$ cat config.mk
export PLATFORM = sky130hd
export DESIGN_NAME = traffic_light_controller_nway_flat
export DESIGN_NICKNAME = d
export VERILOG_FILES = /design/src/rtl/tlc_pkg.sv /design/src/rtl/tlc_if.sv /design/src/rtl/tlc_rr_arbiter.sv /design/src/rtl/traffic_light_controller_nway.sv /design/src/flat_wrapper.sv
export SDC_FILE = /design/constraint.sdc
export NUM_CORES = 1
export LEC_CHECK = 0
export BUFFER_PORTS_ARGS = -buffer_cell sky130_fd_sc_hd__clkbuf_2
export CORE_UTILIZATION = 54
export DETAILED_ROUTE_END_ITERATION = 7
export PLACE_DENSITY = 0.8
export SLEW_MARGIN = 10
export SYNTH_ARGS = -nofsm -noshare
export SYNTH_HDL_FRONTEND = slang
export SYNTH_SLANG_ARGS = --single-unit
$ cat constraint.sdc
create_clock -name clock -period 2.3 [get_ports clock]
set_input_delay 0.575 -clock clock [delete_from_list [all_inputs] [get_ports clock]]
set_output_delay 0.575 -clock clock [all_outputs]
set_load 0.01 [all_outputs]
$ cat src/rtl/tlc_pkg.sv
// Shared lamp encodings, FSM state type and a small helper for the N-way
// intersection controller.
package tlc_pkg;

    localparam logic [1:0] LITE_RED    = 2'b00;
    localparam logic [1:0] LITE_YELLOW = 2'b01;
    localparam logic [1:0] LITE_GREEN  = 2'b10;

    typedef enum logic [1:0] {
        ALL_RED = 2'd0,
        GREEN   = 2'd1,
        YELLOW  = 2'd2
    } tlc_state_e;

    function automatic int max3(input int a, input int b, input int c);
        int m;
        m = (a > b) ? a : b;
        return (m > c) ? m : c;
    endfunction

endpackage

$ cat src/rtl/tlc_if.sv
// Sensor/lamp bundle between the intersection controller (master) and its
// surroundings (slave). Optional TLC_PREEMPT_EN adds the preemption request pair.
interface tlc_if #(
    parameter int N_WAYS = 4,
    parameter int WW     = $clog2(N_WAYS)
);
    logic [N_WAYS-1:0]   car;
    logic [2*N_WAYS-1:0] lite;
    logic [WW-1:0]       green_way;
    logic [N_WAYS-1:0]   pending;
`ifdef TLC_PREEMPT_EN
    logic                preempt_req;
    logic [WW-1:0]       preempt_way;
`endif

    modport master (
        output lite, green_way, pending,
`ifdef TLC_PREEMPT_EN
        input  preempt_req, preempt_way,
`endif
        input  car
    );

    modport slave (
        input  lite, green_way, pending,
`ifdef TLC_PREEMPT_EN
        output preempt_req, preempt_way,
`endif
        output car
    );
endinterface

$ cat src/rtl/tlc_rr_arbiter.sv
// Combinational round-robin picker: first requesting way strictly after
// 'last', wrapping around so 'last' itself is considered last of all.
module tlc_rr_arbiter #(
    parameter  int N_WAYS = 4,
    localparam int WW     = $clog2(N_WAYS)
) (
    input  logic [N_WAYS-1:0] req,
    input  logic [WW-1:0]     last,
    output logic [WW-1:0]     grant,
    output logic              any_req
);
    logic          found;
    logic [WW-1:0] idx;

    always_comb begin
        grant = last;
        found = 1'b0;
        idx   = '0;
        for (int k = 1; k <= N_WAYS; k++) begin
            idx = WW'((int'(last) + k) % N_WAYS);
            if (!found && req[idx]) begin
                grant = idx;
                found = 1'b1;
            end
        end
    end

    assign any_req = |req;
endmodule

$ cat src/rtl/traffic_light_controller_nway.sv
// N-way intersection controller: latched requests, round-robin service, min/max
// green, yellow and all-red clearance. Optional macro TLC_PREEMPT_EN adds preemption.
module traffic_light_controller_nway
    import tlc_pkg::*;
#(
    parameter int N_WAYS     = 4,
    parameter int MIN_GREEN  = 4,
    parameter int MAX_GREEN  = 8,
    parameter int YELLOW_CYC = 2,
    parameter int CLEAR_CYC  = 1
) (
    input logic  clock,
    input logic  reset_n,
    tlc_if.master bus
);
    localparam int WW   = $clog2(N_WAYS);
    localparam int TMAX = max3(MAX_GREEN, YELLOW_CYC, CLEAR_CYC);
    localparam int TW   = $clog2(TMAX + 1);
    localparam logic [TW-1:0] T_MIN = TW'(MIN_GREEN - 1);
    localparam logic [TW-1:0] T_MAX = TW'(MAX_GREEN - 1);
    localparam logic [TW-1:0] T_YEL = TW'(YELLOW_CYC - 1);
    localparam logic [TW-1:0] T_CLR = TW'(CLEAR_CYC - 1);
    localparam logic [TW-1:0] T_SAT = TW'(TMAX - 1);

    if (N_WAYS < 2 || N_WAYS > 8) begin : g_bad_ways
        $error("N_WAYS must be in 2..8");
    end
    if (MIN_GREEN < 1 || MAX_GREEN < MIN_GREEN) begin : g_bad_green
        $error("need 1 <= MIN_GREEN <= MAX_GREEN");
    end
    if (YELLOW_CYC < 1 || CLEAR_CYC < 1) begin : g_bad_clear
        $error("YELLOW_CYC and CLEAR_CYC must be >= 1");
    end

    tlc_state_e          state, state_nxt;
    logic [TW-1:0]       timer;
    logic [WW-1:0]       gw, gw_nxt, sel_way, arb_grant;
    logic [N_WAYS-1:0]   car, pending, pend_nxt, green_mask;
    logic [2*N_WAYS-1:0] lite;
    logic                arb_any, enter_green, pre_go, pre_hold;

    assign car = bus.car;

    tlc_rr_arbiter #(.N_WAYS(N_WAYS)) u_arb (
        .req     (pending),
        .last    (gw),
        .grant   (arb_grant),
        .any_req (arb_any)
    );

`ifdef TLC_PREEMPT_EN
    logic          pre_lat;
    logic [WW-1:0] pre_way;

    assign pre_go   = bus.preempt_req && (bus.preempt_way != gw);
    assign pre_hold = bus.preempt_req && (bus.preempt_way == gw);
    // A preemption that drops during YELLOW still owns the next green.
    assign sel_way  = bus.preempt_req ? bus.preempt_way :
                      pre_lat         ? pre_way         :
                      arb_any         ? arb_grant       : gw;

    always_ff @(posedge clock or negedge reset_n) begin
        if (!reset_n) begin
            pre_lat <= 1'b0;
            pre_way <= '0;
        end else if (state == GREEN && pre_go) begin
            pre_lat <= 1'b1;
            pre_way <= bus.preempt_way;
        end else if (enter_green) begin
            pre_lat <= 1'b0;
        end
    end
`else
    assign pre_go   = 1'b0;
    assign pre_hold = 1'b0;
    assign sel_way  = arb_any ? arb_grant : gw;
`endif

    always_comb begin
        green_mask = '0;
        if (state == GREEN) green_mask[gw] = 1'b1;
    end

    // State register (plus timer, served way and request latch)
    always_ff @(posedge clock or negedge reset_n) begin
        if (!reset_n) begin
            state   <= ALL_RED;
            timer   <= '0;
            gw      <= '0;
            pending <= '0;
        end else begin
            state   <= state_nxt;
            gw      <= gw_nxt;
            pending <= pend_nxt;
            if (state_nxt != state)  timer <= '0;
            else if (timer != T_SAT) timer <= timer + 1'b1;
        end
    end

    // Next-state logic
    always_comb begin
        state_nxt = state;
        gw_nxt    = gw;
        case (state)
            ALL_RED: if (timer == T_CLR) begin
                state_nxt = GREEN;
                gw_nxt    = sel_way;
            end
            GREEN: begin
                if (pre_go)
                    state_nxt = YELLOW;
                else if (!pre_hold && |(pending & ~green_mask) && timer >= T_MIN &&
                         (!car[gw] || timer >= T_MAX))
                    state_nxt = YELLOW;
            end
            YELLOW: if (timer == T_YEL) state_nxt = ALL_RED;
            default: state_nxt = ALL_RED;
        endcase
    end

    assign enter_green = (state == ALL_RED) && (state_nxt == GREEN);

    always_comb begin
        pend_nxt = pending | (car & ~green_mask);
        if (enter_green) pend_nxt[gw_nxt] = 1'b0;
    end

    // Output decode from registered state only
    always_comb begin
        lite = '0;
        for (int i = 0; i < N_WAYS; i++) begin
            if (WW'(i) == gw) begin
                case (state)
                    GREEN:   lite[2*i +: 2] = LITE_GREEN;
                    YELLOW:  lite[2*i +: 2] = LITE_YELLOW;
                    default: lite[2*i +: 2] = LITE_RED;
                endcase
            end
        end
    end

    assign bus.lite      = lite;
    assign bus.green_way = gw;
    assign bus.pending   = pending;
endmodule
$ cat src/flat_wrapper.sv
// flat-port wrapper written by rule: the top's interface ports become plain ports
module traffic_light_controller_nway_flat import tlc_pkg::*;
#(
    parameter int N_WAYS     = 4,
    parameter int MIN_GREEN  = 4,
    parameter int MAX_GREEN  = 8,
    parameter int YELLOW_CYC = 2,
    parameter int CLEAR_CYC  = 1
)
  (clock, reset_n, bus_lite, bus_green_way, bus_pending, bus_car);
  tlc_if #(.N_WAYS(N_WAYS)) bus_i ();
  input logic clock;
  input logic reset_n;
  output wire logic [$bits(bus_i.lite)-1:0] bus_lite;
  output wire logic [$bits(bus_i.green_way)-1:0] bus_green_way;
  output wire logic [$bits(bus_i.pending)-1:0] bus_pending;
  input wire logic [$bits(bus_i.car)-1:0] bus_car;
  assign bus_lite = bus_i.lite;
  assign bus_green_way = bus_i.green_way;
  assign bus_pending = bus_i.pending;
  assign bus_i.car = bus_car;
  traffic_light_controller_nway #(.N_WAYS(N_WAYS), .MIN_GREEN(MIN_GREEN), .MAX_GREEN(MAX_GREEN), .YELLOW_CYC(YELLOW_CYC), .CLEAR_CYC(CLEAR_CYC)) u_core (.clock(clock), .reset_n(reset_n), .bus(bus_i));
endmodule
* Word-level counts from Yosys, hierarchy flattened
Index checks and enable logic that the tools add are counted.
Word-level totals: input bits 6, bits in registers 12, output and inout bits 14, word-level logic and storage cells 90
Cells by class: order comparisons 10, $add $sub $neg 5, equality and inequality tests 9, mux-type cells 37, reduce and logical (&&, ||, !) cells 19, bitwise gates (word level) 6
Operator list (number):
- 2-bit 2-to-1 mux | 14
- 2-bit by 3-bit less-than comparator with 1-bit output (second input constant) | 6
- 4-bit 2-to-1 mux | 4
- 4-bit AND | 3
- 1-bit binary-select mux with 2-bit select | 5
- 1-bit 2-to-1 mux | 10
- 1-bit logical AND | 8
- 4-bit NOT | 2
- 4-bit OR reduction | 2
- 2-bit one-hot mux with 3 select lines | 1
- 2-bit by 1-bit adder with 2-bit output (second input constant) | 2
- 2-bit adder (second input constant) | 2
- 4-bit by 1-bit adder with 4-bit output (second input constant) | 1
- 1-bit demux with 2-bit select | 2
- 2-bit by 1-bit == test with 1-bit output (second input constant) | 2
- 2-bit == test (first input constant) | 2
- 4-bit by 1-bit == test with 1-bit output (second input constant) | 1
- 2-bit by 1-bit >= comparator with 1-bit output (second input constant) | 2
- 4-bit by 2-bit >= comparator with 1-bit output (second input constant) | 1
- 4-bit by 3-bit >= comparator with 1-bit output (second input constant) | 1
- 1-bit logical NOT | 4
- 2-bit logical NOT | 2
- 4-bit logical NOT | 1
- 4-bit by 3-bit inequality test with 1-bit output (second input constant) | 1
- other kinds (7) | 7

* Logic depth before layout (Yosys ltp)
Gate-level depths: netlist of run 1.
depth after elaboration 23, gate-level depth with buffers 11, gate-level depth less buffers 9

* Modules after synthesis
A second synthesis of run 1 with hierarchy kept.
Second synthesis, totals: cells, all modules 109, area total of the unflattened synthesis 875.8 µm²
By module, submodules not included:
- traffic_light_controller_nway | area an instance 803.3 µm², times used 1, cells each 95, seq. area each 300.3 µm²
- tlc_rr_arbiter | area an instance 72.6 µm², times used 1, cells each 14, seq. area each 0.0 µm²

* Worst setup path before layout of run 1
No wires, ideal clock.
kind reg2reg, from register u_core.gw[0], in the netlist u_core.bus.green_way[0], to register u_core.pending[1], in the netlist u_core.bus.pending[1], setup time 0.073 ns, stages on the path, launching flop included 11, arrival time 1.979 ns, path buffers 2, slack 0.248 ns, data required time 2.227 ns, path through dfrtp_1 > buf_2 > buf_4 > inv_1 > ha_1 > nor4b_1 > o22ai_1 > nand3_1 > a32oi_2 > inv_2 > a21oi_2
On the way: word-level cells in the longest chain between the ends 23, elaborated cells between the ends (all ways) 57, classes of those cells 4 x add/sub; 4 x order compare; 1 x eq/ne; 28 x mux; 6 x bitwise; 14 x reduce/logical
RTL lines:
- start, declared | line traffic_light_controller_nway.sv:37 | logic [WW-1:0] gw, gw_nxt, sel_way, arb_grant;
- start signal, assigned | line traffic_light_controller_nway.sv:93 | gw <= gw_nxt;
- 2-bit by 1-bit adder with 2-bit output | line tlc_rr_arbiter.sv:20 | idx = WW'((int'(last) + k) % N_WAYS);
- 1-bit binary-select mux with 2-bit select | line tlc_rr_arbiter.sv:21 | if (!found && req[idx]) begin
- 1-bit 2-to-1 mux (implied by the code) | line tlc_rr_arbiter.sv:21
- 1-bit 2-to-1 mux | line tlc_rr_arbiter.sv:21
- 1-bit logical NOT | line tlc_rr_arbiter.sv:21
- 1-bit logical AND | line tlc_rr_arbiter.sv:21
- 1-bit 2-to-1 mux | line tlc_rr_arbiter.sv:21
- 1-bit logical NOT | line tlc_rr_arbiter.sv:21
- (+8 left out)
- net u_core.gw_nxt[0] | line traffic_light_controller_nway.sv:37
- 2-bit by 3-bit less-than comparator with 1-bit output (implied by the code) or 2-bit by 1-bit >= comparator with 1-bit output (tied branches) | line traffic_light_controller_nway.sv:125 | if (enter_green) pend_nxt[gw_nxt] = 1'b0;
- 1-bit logical AND (implied by the code) | line traffic_light_controller_nway.sv:125
- 1-bit 2-to-1 mux (implied by the code) | line traffic_light_controller_nway.sv:125
- 1-bit demux with 2-bit select (*)
- 4-bit NOT (no source line) (*)
- 4-bit AND (no source line) (*)
- 4-bit 2-to-1 mux (*) | line traffic_light_controller_nway.sv:125
- net u_core.pend_nxt[1] | line traffic_light_controller_nway.sv:38 | logic [N_WAYS-1:0] car, pending, pend_nxt, green_mask;
- end signal, assigned | line traffic_light_controller_nway.sv:94 | pending <= pend_nxt;
- end, declared | line traffic_light_controller_nway.sv:38
Mark *: on every way through the listed nets, which the timed path passes. The rest lies on a longest branch. The select of a mux whose other input is x is not followed. A chain may end at the register's enable or synchronous reset.

* Worst setup path after layout of run 1
from register u_core.state[0], to output port bus_lite[7]
On the way: word-level cells in the longest chain between the ends 3, elaborated cells between the ends (all ways) 4, classes of those cells 2 x eq/ne; 2 x mux
RTL lines:
- start, declared | line traffic_light_controller_nway.sv:35 | tlc_state_e state, state_nxt;
- start signal, assigned | line traffic_light_controller_nway.sv:92 | state <= state_nxt;
- 2-bit == test or 2-bit by 1-bit == test with 1-bit output (tied branches) | line traffic_light_controller_nway.sv:133 | case (state)
- 2-bit one-hot mux with 2 select lines (*) | line traffic_light_controller_nway.sv:133
- 2-bit 2-to-1 mux (*) | line traffic_light_controller_nway.sv:132 | if (WW'(i) == gw) begin
- end, declared | line flat_wrapper.sv:14 | output wire logic [$bits(bus_i.lite)-1:0] bus_lite;
Mark *: on every way between the ends. The rest lies on a longest branch, timed or not.

==> results.sh, run 1 <==
export IMPL_critPathTopFamily="simple AND/OR/NAND/NOR gates"
export IMPL_slowest_stage="nor2b_1"
export IMPL_p_sw_frac=0.5148
export IMPL_p_comb_frac=0.643
export IMPL_die_y_um=46.72
export IMPL_synth_top_area_cell="dfrtp_1"
export IMPL_grt_pass1_wl_um=4209
export IMPL_synth_distinct_cells=39
export IMPL_drt_iter0_drc=49
export IMPL_maxSlewHeadroom=0.6370
export IMPL_h_tree_depth=1
export IMPL_hpwl_um=1986
export IMPL_n_fill_cell=168
export IMPL_vias_per_cell=6.006
export IMPL_tns_ns=0
export IMPL_cts_tree="done"
export IMPL_finalInstanceArea_um2=1207
export IMPL_path_max_fanout=8
export IMPL_fp_dieW_um=46.72
export IMPL_max_stage_delay_ns=0.49
export IMPL_initial_core_util=0.5993
export IMPL_cts_max_path_buffers=2
export IMPL_power_frac_seq=0.254
export IMPL_num_vias=1081
export IMPL_dieArea_um2=2182
export IMPL_io_pins=20
export IMPL_post_cts_buffers=0
export IMPL_grt_pass1_vias=940
export IMPL_fin_crit_ns=2.136
export IMPL_finalSetupViolCount=0
export IMPL_synth_seq_cells=12
export IMPL_postCtsHoldBufs=0
export IMPL_fin_util=0.6701
export IMPL_skew_ns=0.006105
export IMPL_drive_above_1_share=0.2065
export IMPL_ys_flop_type="dfrtp_1"
export IMPL_cts_clk_slew_worst_paths_ns=0.09
export IMPL_drv_slew=0
export IMPL_syn_area_per_cell_um2=7.882
export IMPL_cp_required_ns=1.73
export IMPL_yosysMostFrequentCell="a21oi_1"
export IMPL_synth_area_um2=1080
export IMPL_whs_ns=0.1703
export IMPL_arrival_ns=1.56
export IMPL_async_reset_ff_frac=1.000
export IMPL_firstDrtPassIters=4
export IMPL_worst_pin_slew_ns=0.5434
export IMPL_critical_path_class="reg -> out"
export IMPL_status="completed"
export IMPL_cts_root_buf="clkbuf_4"
export IMPL_ant_nets=0
export IMPL_worstSetupStartpointType="register"
export IMPL_io_buffers=19
export IMPL_synthTopCellsByArea="dfrtp_1 (28%), ha_1 (8.1%), a21oi_1 (7.0%)"
export IMPL_drcViolationCount=0
export IMPL_power_leakage_nw=0.5854
export IMPL_crit_chain="nor2b_1, nand2_1, inv_1, clkbuf_2"
export IMPL_yosys_warnings=0
export IMPL_numCtsBuffers=3
export IMPL_place_congestion=0.9692
export IMPL_clock_sinks=12
export IMPL_wl_per_cell_um=14.61
export IMPL_placementRows=15
export IMPL_maxCapViolCount=0
export IMPL_area_growth_pct=11.82
export IMPL_placed_cell_area_um2=1171
export IMPL_grt_use_total=0.2729
export IMPL_cts_resized=0
export IMPL_antenna_found_initial=0
export IMPL_syn_num_nets=150
export IMPL_wl_um=2629
export IMPL_critPathCaptureType="output pin"
export IMPL_design_core_area_um2=1802
export IMPL_synth_top_cell_area_share=0.2781
export IMPL_syn_inst=137
export IMPL_p_per_area_nw_per_um2=1425
export IMPL_rsz0062_at_grt="false"
export IMPL_period_share=0.9286
export IMPL_peakVddDrop_mv=0.8992
export IMPL_p_int_w=0.0008349
export IMPL_min_path_type="in -> async"
export IMPL_nNetsFinal=169
export IMPL_synth_edf_count=0
export IMPL_diodes=0
export IMPL_yosys_top_cells_count="a21oi_1 (15), inv_1 (13), nand2_1 (13)"
export IMPL_power_switching_w=0.0008859
export IMPL_clkLatencyLatePin_ns=0.28
export IMPL_fmax_mhz=468.2
export IMPL_hold_viol=0
export IMPL_grt_overflow_total=0
export IMPL_grt_max_degree=21
export IMPL_yosysSeqAreaShare=0.2781
export IMPL_p_clk_frac=0.103
export IMPL_path_buf_inv=2
cells by family (layout without fill, tap and decap cells):
family          Yosys count  count (layout)  synth area share
compound gates           46              46            0.2723
xor+xnor                  1               1          0.008113
fa+ha+maj                 7               7           0.08111
buf+inv                  22              40           0.09849
flops                    12              12            0.2781
mux                       3               3           0.03940
simple gates             46              46            0.2225
worst register-to-register path: stages, from the launching register on:
cell     delay [ns]
dfrtp_1        0.47
nor4_2         0.31
nand2_1        0.21
a41oi_1        0.21
o31a_1         0.23
a32oi_2        0.16
inv_2          0.11
a21oi_2        0.05
cell type report:
cell class | instances | area (um^2) | share of cell area
clock buffer | 4 | 36.28 | 0.03005
sequential | 12 | 300.3 | 0.2487
tap | 25 | 31.28 | 0.02591
multi-input combinational | 103 | 673.1 | 0.5575
inverter | 15 | 56.30 | 0.04663
timing repair buffer | 21 | 110.1 | 0.09119
power by group through the flow:
stage | registers, W | clock network, W | logic, W
2_1_floorplan | 0.000422 | 0 | 0.000861
3_3_place_gp | 0.000433 | 0 | 0.00107
3_5_place_dp | 0.000436 | 0 | 0.00109
4_1_cts | 0.000431 | 0.000181 | 0.00110
5_1_grt | 0.000450 | 0.000193 | 0.00122
6_report | 0.000438 | 0.000177 | 0.00111
state kept, by name (all words and copies together) (netlist names):
name,cells
u_core.bus.pending,4
u_core.timer,4
u_core.bus.green_way,2
u_core.state,2
per-layer routing:
| layer | wire length, um | global-route usage | up-vias |
|---|---|---|---|
| li1 | - | - | 520 |
| met1 | 1205 | 0.3822 | 514 |
| met2 | 1282 | 0.4278 | 42 |
| met3 | 108 | 0.02353 | 5 |
| met4 | 32 | 0.1200 | 0 |
| met5 | 0 | 0 | - |
worst paths after layout:
kind                                       from               endpoint  slack [ns]  depth (start not counted)
worst max-delay path            u_core.state[0]            bus_lite[7]        0.16                          4
worst min register to register  u_core.timer[1]        u_core.timer[1]        0.57                          2
min in group clock              u_core.timer[1]        u_core.timer[1]        0.57                          2
worst max register to register  u_core.timer[3]  u_core.bus.pending[1]        0.45                          7
worst min-delay path                    reset_n        u_core.timer[2]        0.17                          1
max in group asynchronous               reset_n  u_core.bus.pending[3]        1.88                          1
cell usage in the layout, fill, tap and decap left out, types with 3 or more instances in the layout:
cell | synthesis | final
clkbuf_2 | 0 | 19
a21oi_1 | 15 | 15
inv_1 | 13 | 13
nand2_1 | 13 | 13
dfrtp_1 | 12 | 12
nor2_1 | 10 | 10
o21ai_0 | 9 | 9
ha_1 | 7 | 7
nor2b_1 | 4 | 4
and2_1 | 4 | 4
o22ai_1 | 3 | 3
o21ai_1 | 3 | 3
nand3_1 | 3 | 3
a311oi_1 | 3 | 3
clkbuf_4 | 0 | 3
stage by stage:
stage          power [W]  std cells  worst slack (ns)
2_1_floorplan   0.001283        137            0.2482
3_3_place_gp    0.001502        176            0.4956
3_5_place_dp    0.001526        176            0.4936
4_1_cts         0.001708        180            0.1667
5_1_grt         0.001867        180           0.05907
6_report        0.001721        180            0.1643
Note: power is estimated with default switching activity, not from simulation.
==> run 2, diff against run 1 <==
--- a/config.mk
+++ b/config.mk
@@ -5,6 +5,7 @@
 export SDC_FILE = /design/constraint.sdc
 export NUM_CORES = 1
 export LEC_CHECK = 0
+export ABC_AREA = 1
 export BUFFER_PORTS_ARGS = -buffer_cell sky130_fd_sc_hd__clkbuf_2
 export CORE_UTILIZATION = 54
 export DETAILED_ROUTE_END_ITERATION = 7
==> run 2 against run 1 <==
  * Area after synthesis increased by 0.58%
  * Clock skew fell by 0.0054 ns
  * Sequential power fell by 6.6%
  * Critical path type unchanged
  * Die area is 0.56% higher
  * Non-clock buffer count stayed put
  * Sequential cell count stayed put
  * First-iteration DRC count shrank 69%
  * Sequential share of layout area down 0.53 points
  * Global-route usage decreased by 3.0 points
  * Fmax is 0.94% lower
  * Setup slack worse by 0.020 ns
  * Total power increased by 8.8%
==> results.sh, run 2 <==
export IMPL_clkLatencyLatePin_ns=0.26
export IMPL_reg_top3="u_core.bus.pending x4, u_core.timer x4"
export IMPL_mostFrequentLayoutCells="nand2_1 (33), nor2_1 (24), inv_1 (20)"
export IMPL_whs_ns=0.1851
export IMPL_drive_above_1_share=0.2732
export IMPL_slowest_stage="dfrtp_1"
export IMPL_ys_flop_type="dfrtp_1"
export IMPL_mostFrequentLayoutCell="nand2_1"
export IMPL_diodes=0
export IMPL_arrival_ns=1.58
export IMPL_pre_cts_ws_ns=0.3561
export IMPL_finalSetupViolCount=0
export IMPL_tns_ns=0
export IMPL_fp_dieW_um=46.85
export IMPL_area_growth_pct=13.59
export IMPL_path_max_fanout=12
export IMPL_cts_max_path_buffers=2
export IMPL_maxSlewHeadroom=0.8029
export IMPL_synth_top_area_cell="dfrtp_1"
export IMPL_grt_pass1_wl_um=3801
export IMPL_postCtsHoldBufs=0
export IMPL_drv_slew=0
export IMPL_fin_crit_ns=2.156
export IMPL_synth_edf_count=0
export IMPL_synth_distinct_cells=26
export IMPL_cp_required_ns=1.73
export IMPL_fmax_mhz=463.8
export IMPL_initial_core_util=0.6028
export IMPL_synth_top_cell_area_share=0.2765
export IMPL_maxCapViolCount=0
export IMPL_syn_inst=161
export IMPL_fin_cells=208
export IMPL_num_vias=1083
export IMPL_yosysSeqAreaShare=0.2765
export IMPL_skew_ns=0.0006853
export IMPL_dp_cells=205
export IMPL_wl_per_cell_um=11.81
export IMPL_grt_max_degree=13
export IMPL_min_path_type="in -> async"
export IMPL_placementRows=15
export IMPL_p_int_w=0.0008316
export IMPL_yosys_warnings=0
export IMPL_cts_clk_slew_worst_paths_ns=0.06
export IMPL_yosys_top_cells_count="nand2_1 (33), nor2_1 (24), inv_1 (20)"
export IMPL_yosysMostFrequentCell="nand2_1"
export IMPL_power_leakage_nw=0.6733
export IMPL_critical_path_class="reg -> out"
export IMPL_syn_area_per_cell_um2=6.746
export IMPL_io_buffers=19
export IMPL_post_cts_buffers=0
export IMPL_design_core_area_um2=1802
export IMPL_fin_util=0.6847
export IMPL_hold_viol=0
export IMPL_drt_iter0_drc=15
export IMPL_place_congestion=0.8413
export IMPL_drcViolationCount=0
export IMPL_synth_area_um2=1086
export IMPL_power_frac_seq=0.219
export IMPL_status="completed"
export IMPL_syn_num_nets=174
export IMPL_clock_sinks=12
export IMPL_cts_tree="done"
export IMPL_worst_pin_slew_ns=0.2945
export IMPL_cts_root_buf="clkbuf_4"
export IMPL_worstSetupStartpointType="register"
export IMPL_rsz0062_at_grt="false"
export IMPL_grt_pass1_vias=957
export IMPL_max_stage_delay_ns=0.45
export IMPL_hpwl_um=2040
export IMPL_vias_per_cell=5.207
export IMPL_critPathCaptureType="output pin"
export IMPL_ant_nets=0
export IMPL_async_reset_ff_frac=1.000
export IMPL_synth_seq_cells=12
export IMPL_wl_um=2456
export IMPL_peakVddDrop_mv=0.7868
export IMPL_p_clk_frac=0.064
export IMPL_p_sw_frac=0.5558
export IMPL_h_tree_depth=1
export IMPL_die_y_um=46.85
export IMPL_dieArea_um2=2194
export IMPL_firstDrtPassIters=4
export IMPL_synthTopCellsByArea="dfrtp_1 (28%), nand2_1 (11%), nand3_1 (8.3%)"
export IMPL_nNetsFinal=198
export IMPL_io_pins=20
export IMPL_p_comb_frac=0.718
export IMPL_numCtsBuffers=3
export IMPL_antenna_found_initial=0
export IMPL_period_share=0.9374
export IMPL_grt_use_total=0.2426
export IMPL_timing_final_ws_setup_ns=0.1440
export IMPL_power_switching_w=0.001041
export IMPL_grt_overflow_total=0
export IMPL_cts_resized=0
export IMPL_p_per_area_nw_per_um2=1518
export IMPL_crit_chain="buf_4, ha_1, inv_1, nor2_1, clkbuf_2"
run 2: cell count changes after synthesis, moves of 4 or more:
cell	delta
nor2b_1	-4
nand2_1	+20
inv_1	+7
a21oi_1	-9
nand2_2	+12
nand3_1	+15
o21ai_0	-6
nor2_1	+14
and2_1	-4
run 2: worst max-delay path, delay by kind of cell (launching register included):
family | cells | cell delay, ns
DFF | 1 | 0.45
buffers and inverters | 3 | 0.46
and+or+nand+nor | 1 | 0.25
adders and majority gates | 1 | 0.16
run 2: cell type report:
| type | count | area, um^2 |
|---|---|---|
| timing repair buffer | 21 | 110.1 |
| multi-input combinational | 121 | 664.4 |
| inverter | 26 | 105.1 |
| tap | 25 | 31.28 |
| fill | 166 | 568.0 |
| sequential | 12 | 300.3 |
| clock buffer | 3 | 22.52 |
run 2: stage by stage:
| stage | power [W] | instance area, um^2 |
|---|---|---|
| detailed placement | 0.001753 | 1211 |
| CTS | 0.001884 | 1234 |
| global placement | 0.001713 | 1211 |
| floorplan | 0.001467 | 1086 |
| global route | 0.002055 | 1234 |
| finish | 0.001872 | 1234 |
run 2: worst paths after layout:
path | startpoint | endpoint | slack, ns | cells after the start
max reg2reg | u_core.bus.green_way[0] | u_core.bus.pending[1] | 0.35 | 12
max in group asynchronous | reset_n | u_core.bus.pending[2] | 1.89 | 1
min | reset_n | u_core.bus.pending[0] | 0.19 | 1
min in group clock | u_core.state[0] | u_core.state[1] | 0.59 | 2
max | u_core.bus.green_way[0] | bus_lite[7] | 0.14 | 5
min reg2reg | u_core.state[0] | u_core.state[1] | 0.59 | 2
run 2: power by group through the flow:
stage | Sequential (W) | Clock [W] | Combinational, W
finish | 0.000409 | 0.000119 | 0.00134
global placement | 0.000406 | 0 | 0.00131
CTS | 0.000408 | 0.000126 | 0.00135
global route | 0.000417 | 0.000135 | 0.00150
floorplan | 0.000419 | 0 | 0.00105
detailed placement | 0.000412 | 0 | 0.00134
run 2: kinds of logic (layout without fill, tap and decap cells):
logic type | Yosys count | in the layout | synth area share
simple gates | 98 | 98 | 0.4390
buf+inv | 28 | 50 | 0.1117
compound gates | 15 | 15 | 0.08410
flops | 12 | 12 | 0.2765
fa+ha+maj | 7 | 7 | 0.08064
xor+xnor | 1 | 1 | 0.008066
run 2: layer usage:
metal	global-route usage	vias up	routed length, um
li1	-	552	-
met1	0.2464	494	982
met2	0.4750	31	1335
met3	0.03462	6	84
met4	0.1200	0	53
met5	0	-	0
==> run 3, diff against run 2 <==
--- a/config.mk
+++ b/config.mk
@@ -13,4 +13,5 @@
 export SLEW_MARGIN = 10
 export SYNTH_ARGS = -nofsm -noshare
 export SYNTH_HDL_FRONTEND = slang
+export SYNTH_HIERARCHICAL = 1
 export SYNTH_SLANG_ARGS = --single-unit
==> run 3 against run 2 <==
  * Worst hold slack worse by 0.0076 ns
  * Sequential share of layout area grew 0.71 points
  * Setup slack improved by 0.018 ns
  * Final cell count down 3.4%
  * Global-route usage up 1.0 points
  * Critical endpoint is now bus_lite[3]
  * Area after synthesis decreased by 3.6%
  * Clock skew rose by 0.00058 ns
==> results.sh, run 3 <==
export IMPL_fmax_mhz=467.6
export IMPL_p_int_w=0.0008412
export IMPL_maxSlewHeadroom=0.7093
export IMPL_status="completed"
export IMPL_tns_ns=0
export IMPL_p_sw_frac=0.5545
export IMPL_n_fill_cell=157
export IMPL_grt_pass1_wl_um=3746
export IMPL_cts_max_path_buffers=2
export IMPL_path_max_fanout=12
export IMPL_worst_pin_slew_ns=0.4360
export IMPL_worstSetupStartpointType="register"
export IMPL_rsz0062_at_grt="false"
export IMPL_h_tree_depth=1
export IMPL_syn_area_per_cell_um2=6.800
export IMPL_critPathCaptureType="output pin"
export IMPL_cts_resized=0
export IMPL_yosysMostFrequentCell="nand2_1"
export IMPL_maxCapViolCount=0
export IMPL_drv_slew=0
export IMPL_cts_clk_slew_worst_paths_ns=0.07
export IMPL_fin_cells=201
export IMPL_period_share=0.9297
export IMPL_synth_top_cell_area_share=0.2867
export IMPL_synth_area_um2=1047
export IMPL_finalInstanceArea_um2=1199
export IMPL_synth_edf_count=0
export IMPL_diodes=0
export IMPL_post_cts_buffers=0
export IMPL_place_congestion=0.8378
export IMPL_cts_root_buf="clkbuf_4"
export IMPL_initial_core_util=0.5936
export IMPL_design_core_area_um2=1764
export IMPL_clkLatencyLatePin_ns=0.27
export IMPL_r2r_cells=11
export IMPL_syn_inst=154
export IMPL_io_pins=20
export IMPL_hold_viol=0
export IMPL_fp_dieW_um=46.04
export IMPL_placementRows=15
export IMPL_synth_seq_cells=12
export IMPL_dieArea_um2=2120
export IMPL_area_growth_pct=14.46
export IMPL_whs_ns=0.1775
export IMPL_clock_sinks=12
export IMPL_ant_nets=0
export IMPL_synth_top_area_cell="dfrtp_1"
export IMPL_reg_top3="u_core/bus.pending x4, u_core/timer x4"
export IMPL_yosys_warnings=6
export IMPL_io_buffers=19
export IMPL_dp_cells=197
export IMPL_arrival_ns=1.56
export IMPL_syn_num_nets=163
export IMPL_wl_per_cell_um=11.35
export IMPL_p_comb_frac=0.674
export IMPL_die_y_um=46.04
export IMPL_synth_distinct_cells=27
export IMPL_num_vias=1049
export IMPL_critical_path_class="reg -> out"
export IMPL_grt_overflow_total=0
export IMPL_postCtsHoldBufs=0
export IMPL_grt_use_total=0.2527
export IMPL_mostFrequentLayoutCells="nand2_1 (44), clkbuf_2 (19), nor2_1 (15)"
export IMPL_fin_crit_ns=2.138
export IMPL_async_reset_ff_frac=1.000
export IMPL_skew_ns=0.001265
export IMPL_yosysSeqAreaShare=0.2867
export IMPL_finalSetupViolCount=0
export IMPL_ys_flop_type="dfrtp_1"
export IMPL_vias_per_cell=5.219
export IMPL_grt_pass1_vias=917
export IMPL_firstDrtPassIters=4
export IMPL_grt_max_degree=13
export IMPL_power_leakage_nw=0.6589
export IMPL_antenna_found_initial=0
export IMPL_drcViolationCount=0
export IMPL_yosys_top_cells_count="nand2_1 (44), nor2_1 (15), dfrtp_1 (12)"
export IMPL_hpwl_um=1844
export IMPL_placed_cell_area_um2=1162
export IMPL_drt_iter0_drc=31
export IMPL_min_path_type="in -> async"
export IMPL_nNetsFinal=186
export IMPL_numCtsBuffers=3
export IMPL_drive_above_1_share=0.3295
export IMPL_cts_tree="done"
export IMPL_p_per_area_nw_per_um2=1575
export IMPL_peakVddDrop_mv=0.8183
export IMPL_cp_required_ns=1.73
export IMPL_wl_um=2281
export IMPL_synthTopCellsByArea="dfrtp_1 (29%), nand2_1 (16%), nand2_2 (6.0%)"
export IMPL_p_clk_frac=0.086
export IMPL_mostFrequentLayoutCell="nand2_1"
export IMPL_power_switching_w=0.001047
export IMPL_power_frac_seq=0.239
-- run 3: worst paths after layout --
path,start,to,slack (ns)
min in group clock,bus_car[3],u_core/bus.pending[3],0.60
hold reg to reg,u_core/state[0],u_core/state[1],0.61
hold / removal,reset_n,u_core/timer[1],0.18
setup reg to reg,u_core/bus.green_way[0],u_core/bus.pending[0],0.39
setup / recovery,u_core/bus.green_way[0],bus_lite[3],0.16
max in group asynchronous,reset_n,u_core/bus.green_way[0],1.89
-- run 3: worst max-delay path, cell delays in order, from the launching register on --
cell and delay (ns):
dfrtp_1 0.57, buf_4 0.28, inv_2 0.08, nor2_1 0.09, nand2_1 0.09, inv_1 0.07, clkbuf_2 0.12
-- run 3: stage by stage --
stage          total power [W]    util  worst slack, ns
2_1_floorplan         0.001449       -           0.6566
3_3_place_gp          0.001672  0.6589           0.4649
3_5_place_dp          0.001715  0.6589           0.4013
4_1_cts               0.001891  0.6794           0.1615
5_1_grt               0.002085  0.6794          0.01849
6_report              0.001888  0.6794           0.1616
-- run 3: layout make-up --
type | instances | area [um^2] | share of cell area
Clock buffer | 4 | 36.28 | 0.03027
Inverter | 21 | 86.33 | 0.07203
Multi-Input combinational cell | 119 | 641.9 | 0.5355
Sequential cell | 12 | 300.3 | 0.2505
Tap cell | 25 | 31.28 | 0.02610
Timing Repair Buffer | 20 | 102.6 | 0.08559
-- run 3: metal layers --
metal,GRT usage,part of all wire,up-vias
met1,0.3108,0.44,464
met2,0.4366,0.47,47
met4,0.08824,0.0079,0
met5,0,0,-
met3,0.04762,0.083,4
li1,-,-,534
-- run 3: power groups by stage --
stage	logic (W)	registers (W)	clock network (W)
after floorplan	0.00102	0.000424	0
after global placement	0.00122	0.000447	0
after detailed placement	0.00126	0.000453	0
after CTS	0.00127	0.000449	0.000170
after global routing	0.00143	0.000469	0.000183
final	0.00127	0.000452	0.000163
-- run 3: logic make-up (layout without fill, tap and decap cells) --
group,Yosys count,after routing,share of synthesized area
muxes,1,1,0.01075
xor gates and xnor gates,2,2,0.01673
buffers and inverters,23,45,0.1004
AOI/OAI and AO/OA,16,16,0.08841
DFF,12,12,0.2867
and+or+nand+nor,97,97,0.4612
adders and majority gates,3,3,0.03585
